## config.mk

```make
export PLATFORM = sky130hd
export DESIGN_NAME = mem_bus_arbiter
export DESIGN_NICKNAME = d
export VERILOG_FILES = /design/src/rtl/mero_bus_pkg.sv /design/src/rtl/mem_bus_arbiter.sv
export SDC_FILE = /design/constraint.sdc
export NUM_CORES = 1
export LEC_CHECK = 0
export BUFFER_PORTS_ARGS = -buffer_cell sky130_fd_sc_hd__buf_4
export CORE_ASPECT_RATIO = 2
export CORE_MARGIN = 4
export CORE_UTILIZATION = 50
export DETAILED_ROUTE_END_ITERATION = 12
export MAX_ROUTING_LAYER = met4
export PLACE_DENSITY = 0.85
export RECOVER_POWER = 50
export REMOVE_ABC_BUFFERS = 1
export SYNTH_ARGS = -nofsm -noshare
export SYNTH_HDL_FRONTEND = slang
export SYNTH_SLANG_ARGS = --single-unit
```

## constraint.sdc

```tcl
create_clock -name clk_i -period 6.2 [get_ports clk_i]
set_clock_uncertainty 0.15 [all_clocks]
set_input_delay 1.24 -clock clk_i [delete_from_list [all_inputs] [get_ports clk_i]]
set_output_delay 1.24 -clock clk_i [all_outputs]
set_load 0.005 [all_outputs]
```

## src/rtl/mero_bus_pkg.sv

```systemverilog
// rtl/mero_bus_pkg.sv - shared FSM encoding and default widths for the memory bus arbiter
package mero_bus_pkg;

    localparam int unsigned DEF_ADDR_W = 32;
    localparam int unsigned DEF_DATA_W = 32;

    localparam logic [1:0] ST_IDLE       = 2'd0;
    localparam logic [1:0] ST_INSTR_BUSY = 2'd1;
    localparam logic [1:0] ST_DATA_BUSY  = 2'd2;
    localparam logic [1:0] ST_DONE       = 2'd3;

endpackage

```

## src/rtl/mem_bus_arbiter.sv

```systemverilog
// rtl/mem_bus_arbiter.sv - instruction/data port arbiter onto one memory bus (macro ARB_ROUND_ROBIN_EN: alternate grant on contention)
module mem_bus_arbiter
    import mero_bus_pkg::*;
#(
    parameter int unsigned ADDR_W = DEF_ADDR_W,
    parameter int unsigned DATA_W = DEF_DATA_W
) (
    input  logic                clk_i,
    input  logic                rst_i,
    input  logic                instr_rd_i,
    input  logic [ADDR_W-1:0]   instr_addr_i,
    output logic [DATA_W-1:0]   instr_rdata_o,
    output logic                instr_ready_o,
    input  logic                data_rd_i,
    input  logic                data_wr_i,
    input  logic [ADDR_W-1:0]   data_addr_i,
    input  logic [DATA_W-1:0]   data_wdata_i,
    input  logic [DATA_W/8-1:0] data_be_i,
    output logic [DATA_W-1:0]   data_rdata_o,
    output logic                data_ready_o,
    output logic                mem_req_o,
    output logic                mem_we_o,
    output logic [ADDR_W-1:0]   mem_addr_o,
    output logic [DATA_W-1:0]   mem_wdata_o,
    output logic [DATA_W/8-1:0] mem_be_o,
    input  logic [DATA_W-1:0]   mem_rdata_i,
    input  logic                mem_ack_i
);

    logic [1:0]          state_q, state_d;
    logic [ADDR_W-1:0]   addr_q;
    logic [DATA_W-1:0]   wdata_q;
    logic [DATA_W/8-1:0] be_q;
    logic                we_q;
    logic [DATA_W-1:0]   instr_rdata_q;
    logic [DATA_W-1:0]   data_rdata_q;
    logic                instr_done_q;
    logic                data_done_q;
    // Set once the granted port drops its request; the bus cycle still finishes but its result is dropped.
    logic                abandon_q;

    logic instr_pend;
    logic data_pend;
    logic in_busy;
    logic busy_pend;
    logic grant_data;

    assign instr_pend = instr_rd_i;
    assign data_pend  = data_rd_i | data_wr_i;
    assign in_busy    = (state_q == ST_INSTR_BUSY) || (state_q == ST_DATA_BUSY);
    assign busy_pend  = (state_q == ST_INSTR_BUSY) ? instr_pend : data_pend;

`ifdef ARB_ROUND_ROBIN_EN
    // 1 when the data port received the most recent grant.
    logic last_grant_q;
    assign grant_data = data_pend && (!instr_pend || !last_grant_q);
`else
    assign grant_data = data_pend;
`endif

    // Next-state logic: grant from IDLE, wait for ack in BUSY, one DONE cycle.
    always_comb begin
        state_d = state_q;
        case (state_q)
            ST_IDLE: begin
                if (grant_data) begin
                    state_d = ST_DATA_BUSY;
                end else if (instr_pend) begin
                    state_d = ST_INSTR_BUSY;
                end
            end
            ST_INSTR_BUSY,
            ST_DATA_BUSY: begin
                if (mem_ack_i) begin
                    state_d = ST_DONE;
                end
            end
            default: state_d = ST_IDLE;
        endcase
    end

    // State, captured request fields, read data and single-cycle done flags.
    always_ff @(posedge clk_i or negedge rst_i) begin
        if (!rst_i) begin
            state_q       <= ST_IDLE;
            addr_q        <= '0;
            wdata_q       <= '0;
            be_q          <= '0;
            we_q          <= 1'b0;
            instr_rdata_q <= '0;
            data_rdata_q  <= '0;
            instr_done_q  <= 1'b0;
            data_done_q   <= 1'b0;
            abandon_q     <= 1'b0;
`ifdef ARB_ROUND_ROBIN_EN
            last_grant_q  <= 1'b0;
`endif
        end else begin
            state_q      <= state_d;
            instr_done_q <= 1'b0;
            data_done_q  <= 1'b0;
            if (state_q == ST_IDLE) begin
                abandon_q <= 1'b0;
                if (grant_data) begin
                    addr_q  <= data_addr_i;
                    wdata_q <= data_wdata_i;
                    be_q    <= data_be_i;
                    we_q    <= data_wr_i;
`ifdef ARB_ROUND_ROBIN_EN
                    last_grant_q <= 1'b1;
`endif
                end else if (instr_pend) begin
                    addr_q  <= instr_addr_i;
                    wdata_q <= '0;
                    be_q    <= '0;
                    we_q    <= 1'b0;
`ifdef ARB_ROUND_ROBIN_EN
                    last_grant_q <= 1'b0;
`endif
                end
            end else if (in_busy) begin
                if (!busy_pend) begin
                    abandon_q <= 1'b1;
                end
                if (mem_ack_i && busy_pend && !abandon_q) begin
                    if (state_q == ST_INSTR_BUSY) begin
                        instr_rdata_q <= mem_rdata_i;
                        instr_done_q  <= 1'b1;
                    end else begin
                        data_done_q <= 1'b1;
                        if (!we_q) begin
                            data_rdata_q <= mem_rdata_i;
                        end
                    end
                end
            end
        end
    end

    assign mem_req_o   = in_busy;
    assign mem_we_o    = in_busy & we_q;
    assign mem_addr_o  = in_busy ? addr_q  : '0;
    assign mem_wdata_o = in_busy ? wdata_q : '0;
    assign mem_be_o    = in_busy ? be_q    : '0;

    assign instr_rdata_o = instr_rdata_q;
    assign data_rdata_o  = data_rdata_q;
    assign instr_ready_o = !instr_pend || instr_done_q;
    assign data_ready_o  = !data_pend  || data_done_q;

endmodule

```

### Word-level counts from Yosys, hierarchy flattened

Index checks and enable logic that the tools add are counted.

| word-level totals | value |
|---|---|
| bits in writable memories | 0 |
| latch bits | 0 |
| register bits | 138 |
| input port bits | 138 |
| ROM bits | 0 |
| word-level logic and storage cells | 64 |
| memories kept | 0 |

| operators by class | value |
|---|---|
| order comparisons | 0 |
| shifts and indexed selects | 0 |
| bitwise operators | 5 |
| divide/modulo/power cells | 0 |
| equal/unequal tests | 5 |
| mux-type cells | 27 |
| $add $sub $neg | 0 |
| reduce and logical (&&, ||, !) cells | 17 |
| multipliers | 0 |

Operator list:

| kind | number |
|---|---|
| $mux 32 | 6 |
| $mux 1 | 14 |
| $mux 4 | 3 |
| $mux 2 | 3 |
| $reduce_and 2->1 | 3 |
| $reduce_and 5->1 | 1 |
| $pmux 2 s2 | 1 |
| $reduce_and 4->1 | 1 |
| $reduce_bool 2->1 | 2 |
| $logic_not 1->1 | 3 |
| $logic_or 1x1->1 | 3 |
| $ne 3x3->1 const B | 1 |
| $not 1->1 | 3 |
| $eq 2x1->1 const B | 1 |
| $eq 2x2->1 const B | 1 |
| $logic_and 1x1->1 | 2 |
| $logic_not 2->1 | 1 |
| $ne 2x1->1 const B | 1 |
| $ne 2x2->1 const B | 1 |
| $reduce_or 2->1 | 1 |
| $and 1x1->1 | 1 |
| $or 1x1->1 | 1 |

### Logic depth before layout (Yosys ltp)

Gate-level depths: netlist of run 1.

| depth | value |
|---|---|
| depth after elaboration | 7 |
| mapped depth | 7 |

### Worst setup path before layout of run 1

OpenSTA, ideal clock, no wires.

| timing path | value |
|---|---|
| path type | input to output |
| start | input port data_rd_i |
| end | output port data_ready_o |
| required time | 4810 ps |
| arrival time | 2009 ps |
| setup slack | 2801 ps |
| cell stages on the path | 3 |
| cell sequence | nor2_1 > buf_2 > or2_2 |

| on the way | value |
|---|---|
| longest elaborated chain between the ends | 3 |

RTL lines:

| element | RTL line | source |
|---|---|---|
| start: declaration | mem_bus_arbiter.sv:14 | `input logic data_rd_i,` |
| $or 1x1->1 | mem_bus_arbiter.sv:49 | `assign data_pend = data_rd_i \| data_wr_i;` |
| $logic_not 1->1 | mem_bus_arbiter.sv:149 | `assign data_ready_o = !data_pend \|\| data_done_q;` |
| $logic_or 1x1->1 | mem_bus_arbiter.sv:149 |  |
| end: declaration | mem_bus_arbiter.sv:20 | `output logic data_ready_o,` |

No other way between the ends.

### Final worst setup path of run 1

| timing path | value |
|---|---|
| start | register state_q[0] |
| end | output port mem_wdata_o[3] |

| on the way | value |
|---|---|
| longest elaborated chain between the ends | 3 |
| elaborated cells on any way between the ends | 4 |
| classes of those cells | eq/ne: 2; mux: 1; reduce/logical: 1 |

RTL lines:

| element | RTL line | source |
|---|---|---|
| start: declaration | mem_bus_arbiter.sv:30 | `logic [1:0] state_q, state_d;` |
| start signal: assignment | mem_bus_arbiter.sv:99 | `state_q <= state_d;` |
| $eq 2x1->1 / $eq 2x2->1 (equally long branches) | mem_bus_arbiter.sv:50 | `assign in_busy = (state_q == ST_INSTR_BUSY) \|\| (state_q == ST_DATA_BUSY);` |
| $logic_or 1x1->1 * | mem_bus_arbiter.sv:50 |  |
| $mux 32 * | mem_bus_arbiter.sv:143 | `assign mem_wdata_o = in_busy ? wdata_q : '0;` |
| end: declaration | mem_bus_arbiter.sv:24 | `output logic [DATA_W-1:0] mem_wdata_o,` |

Every way passes the cells marked *; elsewhere a longest branch is shown, timed or not.

==> results of run 1 <==
==> tightest hold or removal path, delay by kind of cell, from the launching register on <==
family	cells	cell delay (ns)
AO/OA/AOI/OAI	1	0.06
flip-flops	1	0.33
AND/OR/NAND/NOR	1	0.04
==> worst paths after layout <==
check,endpoint,slack (ns),cells after the start
min,addr_q[26],0.32,2
min reg2reg,addr_q[26],0.32,2
max reg2reg,data_rdata_o[25],2.36,6
max in group asynchronous,data_rdata_o[17],3.95,2
max,mem_wdata_o[3],1.93,4
min in group asynchronous,data_rdata_o[16],0.71,1
==> power breakdown <==
| group | switching [mW] | internal (mW) |
|---|---|---|
| logic | 0.871 | 1.11 |
| registers | 0.243 | 1.33 |
| clock network | 0.390 | 0.699 |
==> cells in the mapped netlist <==
library cell | instances | share of area, %
sky130_fd_sc_hd__ha_1 | 3 | 0.63
sky130_fd_sc_hd__o21bai_1 | 1 | 0.13
sky130_fd_sc_hd__nand4bb_1 | 1 | 0.19
sky130_fd_sc_hd__clkbuf_1 | 18 | 1.1
sky130_fd_sc_hd__mux2_2 | 34 | 6.4
sky130_fd_sc_hd__a21oi_1 | 1 | 0.083
sky130_fd_sc_hd__a31oi_1 | 1 | 0.10
sky130_fd_sc_hd__o21ai_0 | 34 | 2.8
sky130_fd_sc_hd__nor3_2 | 1 | 0.17
sky130_fd_sc_hd__dfrtp_1 | 138 | 58
sky130_fd_sc_hd__a22o_1 | 38 | 5.6
sky130_fd_sc_hd__mux2_4 | 30 | 7.5
sky130_fd_sc_hd__buf_6 | 3 | 0.56
sky130_fd_sc_hd__nor2_1 | 3 | 0.19
sky130_fd_sc_hd__and2_1 | 69 | 7.2
sky130_fd_sc_hd__buf_2 | 9 | 0.75
sky130_fd_sc_hd__nand2b_1 | 1 | 0.10
sky130_fd_sc_hd__inv_1 | 4 | 0.25
sky130_fd_sc_hd__mux2i_1 | 34 | 5.7
sky130_fd_sc_hd__or4_1 | 1 | 0.13
sky130_fd_sc_hd__o21a_1 | 1 | 0.13
sky130_fd_sc_hd__nand2_1 | 33 | 2.1
sky130_fd_sc_hd__inv_2 | 1 | 0.063
sky130_fd_sc_hd__or2_2 | 1 | 0.10
sky130_fd_sc_hd__nor3b_1 | 1 | 0.13
sky130_fd_sc_hd__buf_1 | 3 | 0.19
sky130_fd_sc_hd__o31ai_1 | 1 | 0.13
==> cell families (layout without fill, tap and decap cells) <==
group           Yosys count  count (layout)  share of synthesized area, %
compound gates           77              77                          8.96
mux                      98              98                          19.6
buf+inv                  38             314                          2.94
flops                   138             138                          57.6
fa+ha+maj                 3               3                         0.626
simple gates            111             111                          10.3
==> state kept, by name, indices dropped and copies added, names as in the netlist, 2 cells and up <==
signal and count:
addr_q 32, wdata_q 32, data_rdata_o 32, state_q 2, instr_rdata_o 32, be_q 4
==> area by class of cell <==
cell class	instances	area, µm²	area share [%]
clock buffers	19	453	5.21
well taps	145	181	2.09
inverters	5	18.8	0.216
repair buffers	278	2020	23.2
multi-input cells	289	2390	27.5
flip-flops and latches	138	3450	39.7
clock inverters	12	185	2.13
==> layer usage <==
metal / vias to the layer above / wire length, µm
met1: 2230 / 5890
met2: 211 / 9570
met3: 44 / 1000
met4: 0 / 637
li1: 2142 / -
met5: - / 0
==> stage by stage <==
stage	utilization (%)	instances	setup WS, ns
2_1_floorplan	-	432	-1.03
3_3_place_gp	69.6	855	2.94
3_5_place_dp	69.6	855	2.89
4_1_cts	75.0	886	2.46
5_1_grt	74.3	886	1.67
6_report	74.3	886	1.93
==> Implementation_results.wiki, run 1 <==
{| class="wikitable"
! Metric !! Value
|-
| Overall routing resource usage || 25.4%
|-
| Cell count after synthesis || 465
|-
| Maximum operating frequency || 0.234 GHz
|-
| Number of global-route vias before repair || 5036
|-
| Data arrival time at the worst-slack endpoint || 2.88 ns
|-
| Number of setup violations in the final report || 0
|-
| Global route hottest layer || met2
|-
| Via/cell ratio || 5.22
|-
| DRT Pass-1 Iters || 5
|-
| Die Area || 13900 µm²
|-
| Count of buffers inserted at the top-level ports || 273
|-
| Worst setup startpoint || state_q[0]
|-
| Static leakage power || 4.40 nW
|-
| TritonCTS buffer count || 17
|-
| CP max-delay cell || sky130_fd_sc_hd__ha_1
|-
| Total chip power || 4.64 mW
|-
| Fraction of the yosys area taken by sequential cells || 57.6%
|-
| Largest fanout on the critical path || 74
|-
| Cell Area, Placed || 8140 µm²
|-
| Data required time of the critical path || 4.81 ns
|-
| Cts repair resizes || 0
|-
| Setup repair after global routing missed its margin || no
|-
| Most common cell after layout, fill and taps aside || sky130_fd_sc_hd__buf_4
|-
| Half-perimeter wire length of the detailed placement result || 12700 µm
|-
| Synth Warn # || 0
|-
| Hold slack final || 0.318 ns
|-
| Result of the run || complete, but fails checks
|-
| Average instance area after synthesis || 12.9 µm²
|-
| Number of DRC markers in iteration 0 || 188
|-
| DRC violations left || 0
|-
| Pwr dens || 534 nW/µm²
|-
| Library cells used by synthesis || 27
|-
| Area growth from synthesis to layout || 45.2%
|-
| Width of the die || 85.4 µm
|-
| Summed area of non-filler cells in the final layout || 8700 µm²
|-
| Type of the tightest min-delay check || reg -> reg
|-
| Highest-count cells in the layout ignoring fill and taps || 212 x sky130_fd_sc_hd__buf_4, 138 x sky130_fd_sc_hd__dfrtp_1, 69 x sky130_fd_sc_hd__and2_1
|-
| Yosys reg bits || 138
|-
| Worst vdd ir || 0.000449 V
|-
| Total congestion overflow || 0
|-
| Number of filler cells placed in the layout || 772
|-
| Hold_sp || addr_q[26]
|-
| Worst reg2reg startpoint || state_q[0]
|-
| Met1 Use GR || 26.9%
|-
| Cells traversed along the worst timing path || inv_1 -> ha_1 -> and2_1 -> buf_4
|-
| Final routed wire length divided by cell count || 19.3 µm
|-
| Clock tree from TritonCTS || built
|-
| Number of ports placed on the die boundary || 274
|-
| Final slew viol count || 75
|-
| Buffer and inverter count on the worst path || 2
|-
| Violated checks || capacitance limit, slew limit
|-
| Hold buffer count at CTS || 0
|-
| Total wire length after detailed routing || 17100 µm
|-
| Number of antenna violations at the first check in global routing || 0
|-
| Actual slew at the worst max-slew pin || 1.85 ns
|-
| Clk sinks || 138
|-
| Hold violation count in the final report || 0
|-
| Vias after detailed routing || 4627
|-
| Clock insertion delay at the later pin of the skew report || 0.40 ns
|-
| Number of antenna-violating nets in the routed design || 0
|-
| Slew HR || -23.4%
|-
| Summed instance area of the synthesized netlist || 5990 µm²
|-
| Clk slew on worst S/H paths || 0.05 ns
|-
| Pin count of the biggest net entering global routing || 102
|-
| Area of the core || 11700 µm²
|-
| GR met3 Demand/Resource || 5.47%
|-
| Delay of the slowest critical-path stage || 1.53 ns
|-
| CP startpoint kind || register
|-
| Number of H-tree levels || 4
|-
| First-pass GRT wire length || 26300 µm
|-
| Total inserted antenna cells || 0
|-
| Fraction of final layout cells with drive strength greater than 1 || 48.4%
|-
| Maximum Capacitance Violations || 1
|-
| Critical path class || reg -> out
|-
| Std cell rows || 56
|-
| Critical Path Sink Type || output port
|-
| Kind of cell adding the most delay to the critical path || adder cells
|-
| Min Tclk post-route || 4.27 ns
|-
| Max Buffers Root-to-Sink || 2
|-
| Final RePlAce weighted congestion || 0.849
|-
| GR Util met2 || 44.2%
|-
| Initial core utilization || 51.2%
|-
| Final setup TNS || 0 ns
|-
| Master cell of the clock root buffer || sky130_fd_sc_hd__clkbuf_16
|-
| Vertical die dimension || 163 µm
|-
| Setup fix buffers added after clock tree synthesis || 0
|-
| Fraction of the cycle the final worst path needs || 68.9%
|-
| Number of nets in the layout || 870
|}
Power figures use the tool's default switching activity.
==> run 2, diff against run 1 <==
--- a/config.mk
+++ b/config.mk
@@ -8,10 +8,10 @@
 export BUFFER_PORTS_ARGS = -buffer_cell sky130_fd_sc_hd__buf_4
 export CORE_ASPECT_RATIO = 2
 export CORE_MARGIN = 4
-export CORE_UTILIZATION = 50
+export CORE_UTILIZATION = 43
 export DETAILED_ROUTE_END_ITERATION = 12
 export MAX_ROUTING_LAYER = met4
-export PLACE_DENSITY = 0.85
+export PLACE_DENSITY = 0.77
 export RECOVER_POWER = 50
 export REMOVE_ABC_BUFFERS = 1
 export SYNTH_ARGS = -nofsm -noshare
==> constraint.sdc (replaced) <==
create_clock -name clk_i -period 3.5 [get_ports clk_i]
set_clock_uncertainty 0.15 [all_clocks]
set_input_delay 0.7 -clock clk_i [delete_from_list [all_inputs] [get_ports clk_i]]
set_output_delay 0.7 -clock clk_i [all_outputs]
set_load 0.005 [all_outputs]
==> run 2 against run 1 <==
The run still ends with capacitance limit, slew limit left; die area increased by 15%; design area is 0.35% higher; critical endpoint is now mem_addr_o[15]; cell count up 5.0%; global-route usage is 3.6 points lower; clock power rose by 54%; highest routed layer unchanged.
==> Implementation_results.wiki, run 2 (synthesis gave the netlist of run 1 again) <==
{| class="wikitable"
! Metric !! Value
|-
| Hold_sp || addr_q[7]
|-
| Pwr dens || 919 nW/µm²
|-
| Kind of cell adding the most delay to the critical path || buffers and inverters
|-
| Post-placement worst setup slack || 0.749 ns
|-
| Worst reg2reg path endpoint || instr_rdata_o[14]
|-
| Cells traversed along the worst timing path || inv_1 -> ha_1 -> buf_12 -> and2_1 -> buf_4
|-
| Fraction of the cycle the final worst path needs || 80.8%
|-
| Worst Hold Path EP || addr_q[7]
|-
| Clock insertion delay at the later pin of the skew report || 0.40 ns
|-
| Number of logic stages on the critical path including buffering || 5
|-
| Highest-count cells in the layout ignoring fill and taps || 210 x sky130_fd_sc_hd__buf_4, 138 x sky130_fd_sc_hd__dfrtp_1, 69 x sky130_fd_sc_hd__and2_1
|-
| Detailed-routing wirelength on met1 || 5960 µm
|-
| Cell Area, Placed || 8220 µm²
|-
| Reg2Reg Depth || 4
|-
| Via/cell ratio || 4.92
|-
| Multi-input gate area in the final layout || 2390 µm²
|-
| Vertical die dimension || 175 µm
|-
| Data required time of the critical path || 2.65 ns
|-
| Max Buffers Root-to-Sink || 2
|-
| Initial core utilization || 44.1%
|-
| Largest fanout on the critical path || 67
|-
| Final Util || 64.2%
|-
| Total length of routed met2 wires || 9630 µm
|-
| Flop-to-flop setup slack || 0.78 ns
|-
| First-pass GRT wire length || 26500 µm
|-
| Critical path class || reg -> out
|-
| Number of antenna violations at the first check in global routing || 0
|-
| Actual slew at the worst max-slew pin || 1.87 ns
|-
| Setup repair after global routing missed its margin || no
|-
| Total congestion overflow || 0
|-
| Final RePlAce weighted congestion || 0.810
|-
| Total wire length after detailed routing || 17000 µm
|-
| Fraction of final layout cells with drive strength greater than 1 || 49.1%
|-
| Worst vdd ir || 0.000534 V
|-
| Number of nets in the layout || 872
|-
| Vias after detailed routing || 4577
|-
| Hold violation count in the final report || 0
|-
| TritonCTS buffer count || 17
|-
| Setup fix buffers added after clock tree synthesis || 0
|-
| Number of antenna-violating nets in the routed design || 0
|-
| Delay of the slowest critical-path stage || 0.48 ns
|-
| Number of global-route vias before repair || 5024
|-
| Clock tree from TritonCTS || built
|-
| Hold buffer count at CTS || 0
|-
| Std cell rows || 60
|-
| Violated checks || capacitance limit, slew limit
|-
| Count of buffers inserted at the top-level ports || 273
|-
| Final slew viol count || 73
|-
| Clk slew on worst S/H paths || 0.06 ns
|-
| Most common cell after layout, fill and taps aside || sky130_fd_sc_hd__buf_4
|-
| Buffer and inverter count on the worst path || 3
|-
| Width of the die || 91.5 µm
|-
| Min Tclk post-route || 2.83 ns
|-
| Master cell of the clock root buffer || sky130_fd_sc_hd__clkbuf_16
|-
| Number of DRC markers in iteration 0 || 151
|-
| Static leakage power || 4.40 nW
|-
| DRC violations left || 0
|-
| Summed area of non-filler cells in the final layout || 8730 µm²
|-
| CP max-delay cell || sky130_fd_sc_hd__ha_1
|-
| Highest routed metal layer || met4
|-
| Area growth from synthesis to layout || 45.7%
|-
| Total length of routed met3 wires || 766 µm
|-
| Number of filler cells placed in the layout || 1077
|-
| Number of ports placed on the die boundary || 274
|-
| Data arrival time at the worst-slack endpoint || 1.98 ns
|-
| Clk sinks || 138
|-
| Type of the tightest min-delay check || reg -> reg
|-
| Die Area || 16000 µm²
|-
| Overall routing resource usage || 21.7%
|-
| Half-perimeter wire length of the detailed placement result || 12900 µm
|-
| Total inserted antenna cells || 0
|-
| Area of the core || 13600 µm²
|-
| Final routed wire length divided by cell count || 18.2 µm
|-
| Result of the run || complete, but fails checks
|-
| Number of H-tree levels || 4
|-
| Maximum operating frequency || 0.354 GHz
|-
| FF/Latch Area || 3450 µm²
|-
| Cts repair resizes || 0
|-
| Slew HR || -24.5%
|-
| Min-Delay Path Depth || 2
|-
| Critical Path Sink Type || output port
|-
| DRT Pass-1 Iters || 4
|-
| Pin count of the biggest net entering global routing || 102
|-
| Maximum Capacitance Violations || 1
|-
| Worst reg2reg startpoint || state_q[0]
|-
| Worst Slack Setup Final || 0.673 ns
|-
| Number of setup violations in the final report || 0
|-
| CP startpoint kind || register
|}
-- run 2: changes by cell type in the layout (fill, tap and decap cells not counted), moves of 2 or more --
cell / previous run / this run
sky130_fd_sc_hd__bufinv_16: 4 / 0
sky130_fd_sc_hd__clkbuf_1: 20 / 16
sky130_fd_sc_hd__clkbuf_4: 45 / 49
sky130_fd_sc_hd__inv_6: 5 / 8
sky130_fd_sc_hd__buf_12: 0 / 2
sky130_fd_sc_hd__buf_4: 212 / 210
sky130_fd_sc_hd__clkbuf_8: 2 / 0
sky130_fd_sc_hd__inv_8: 0 / 2
-- run 2: worst max-delay path by stage --
stage / from / to / slack [ns]
3_3_place_gp: mem_ack_i / instr_rdata_o[6] / 0.79
3_5_place_dp: mem_ack_i / instr_rdata_o[12] / 0.75
4_1_cts: state_q[0] / mem_wdata_o[20] / 0.64
6_report: state_q[0] / mem_addr_o[15] / 0.67
2_1_floorplan: instr_rd_i / addr_q[0] / -3.19
5_1_grt: state_q[0] / mem_wdata_o[22] / 0.57
-- run 2: worst reg2reg max path: stages, from the launching register on --
cell and delay [ns]:
sky130_fd_sc_hd__dfrtp_1 0.38, sky130_fd_sc_hd__inv_1 0.08, sky130_fd_sc_hd__ha_1 0.31, sky130_fd_sc_hd__or4_2 1.21
sky130_fd_sc_hd__mux2_4 0.48
-- run 2: routing by layer --
layer  global-route usage, %  vias to the layer above
met4                    9.38                        0
met2                    39.3                      164
li1                        -                     2138
met1                    22.5                     2241
met3                    4.31                       34
met5                       -                        -
-- run 2: final cells by class --
type	count	share of cell area [%]
Tap cell	186	2.67
Clock inverter	15	1.45
Timing Repair Buffer	280	23.8
Inverter	5	0.215
Sequential cell	138	39.6
Clock buffer	17	4.87
Multi-Input combinational cell	289	27.4
-- run 2: per-stage QoR --
step	cells	setup TNS (ns)	power [mW]	hold WS [ns]
final	930	0	8.02	0.322
after global routing	930	0	8.55	0.342
after CTS	929	0	8.20	0.164
after detailed placement	897	0	6.50	0.312
after global placement	897	0	6.35	0.305
after floorplan	432	-219.94	4.41	0.254
-- run 2: power breakdown --
group,leakage (nW),internal [mW],switching [mW],total (mW)
Sequential,1.71,2.35,0.413,2.77
Combinational,2.41,2.04,1.54,3.58
Clock,0.270,0.932,0.744,1.68
Total,4.40,5.32,2.70,8.02
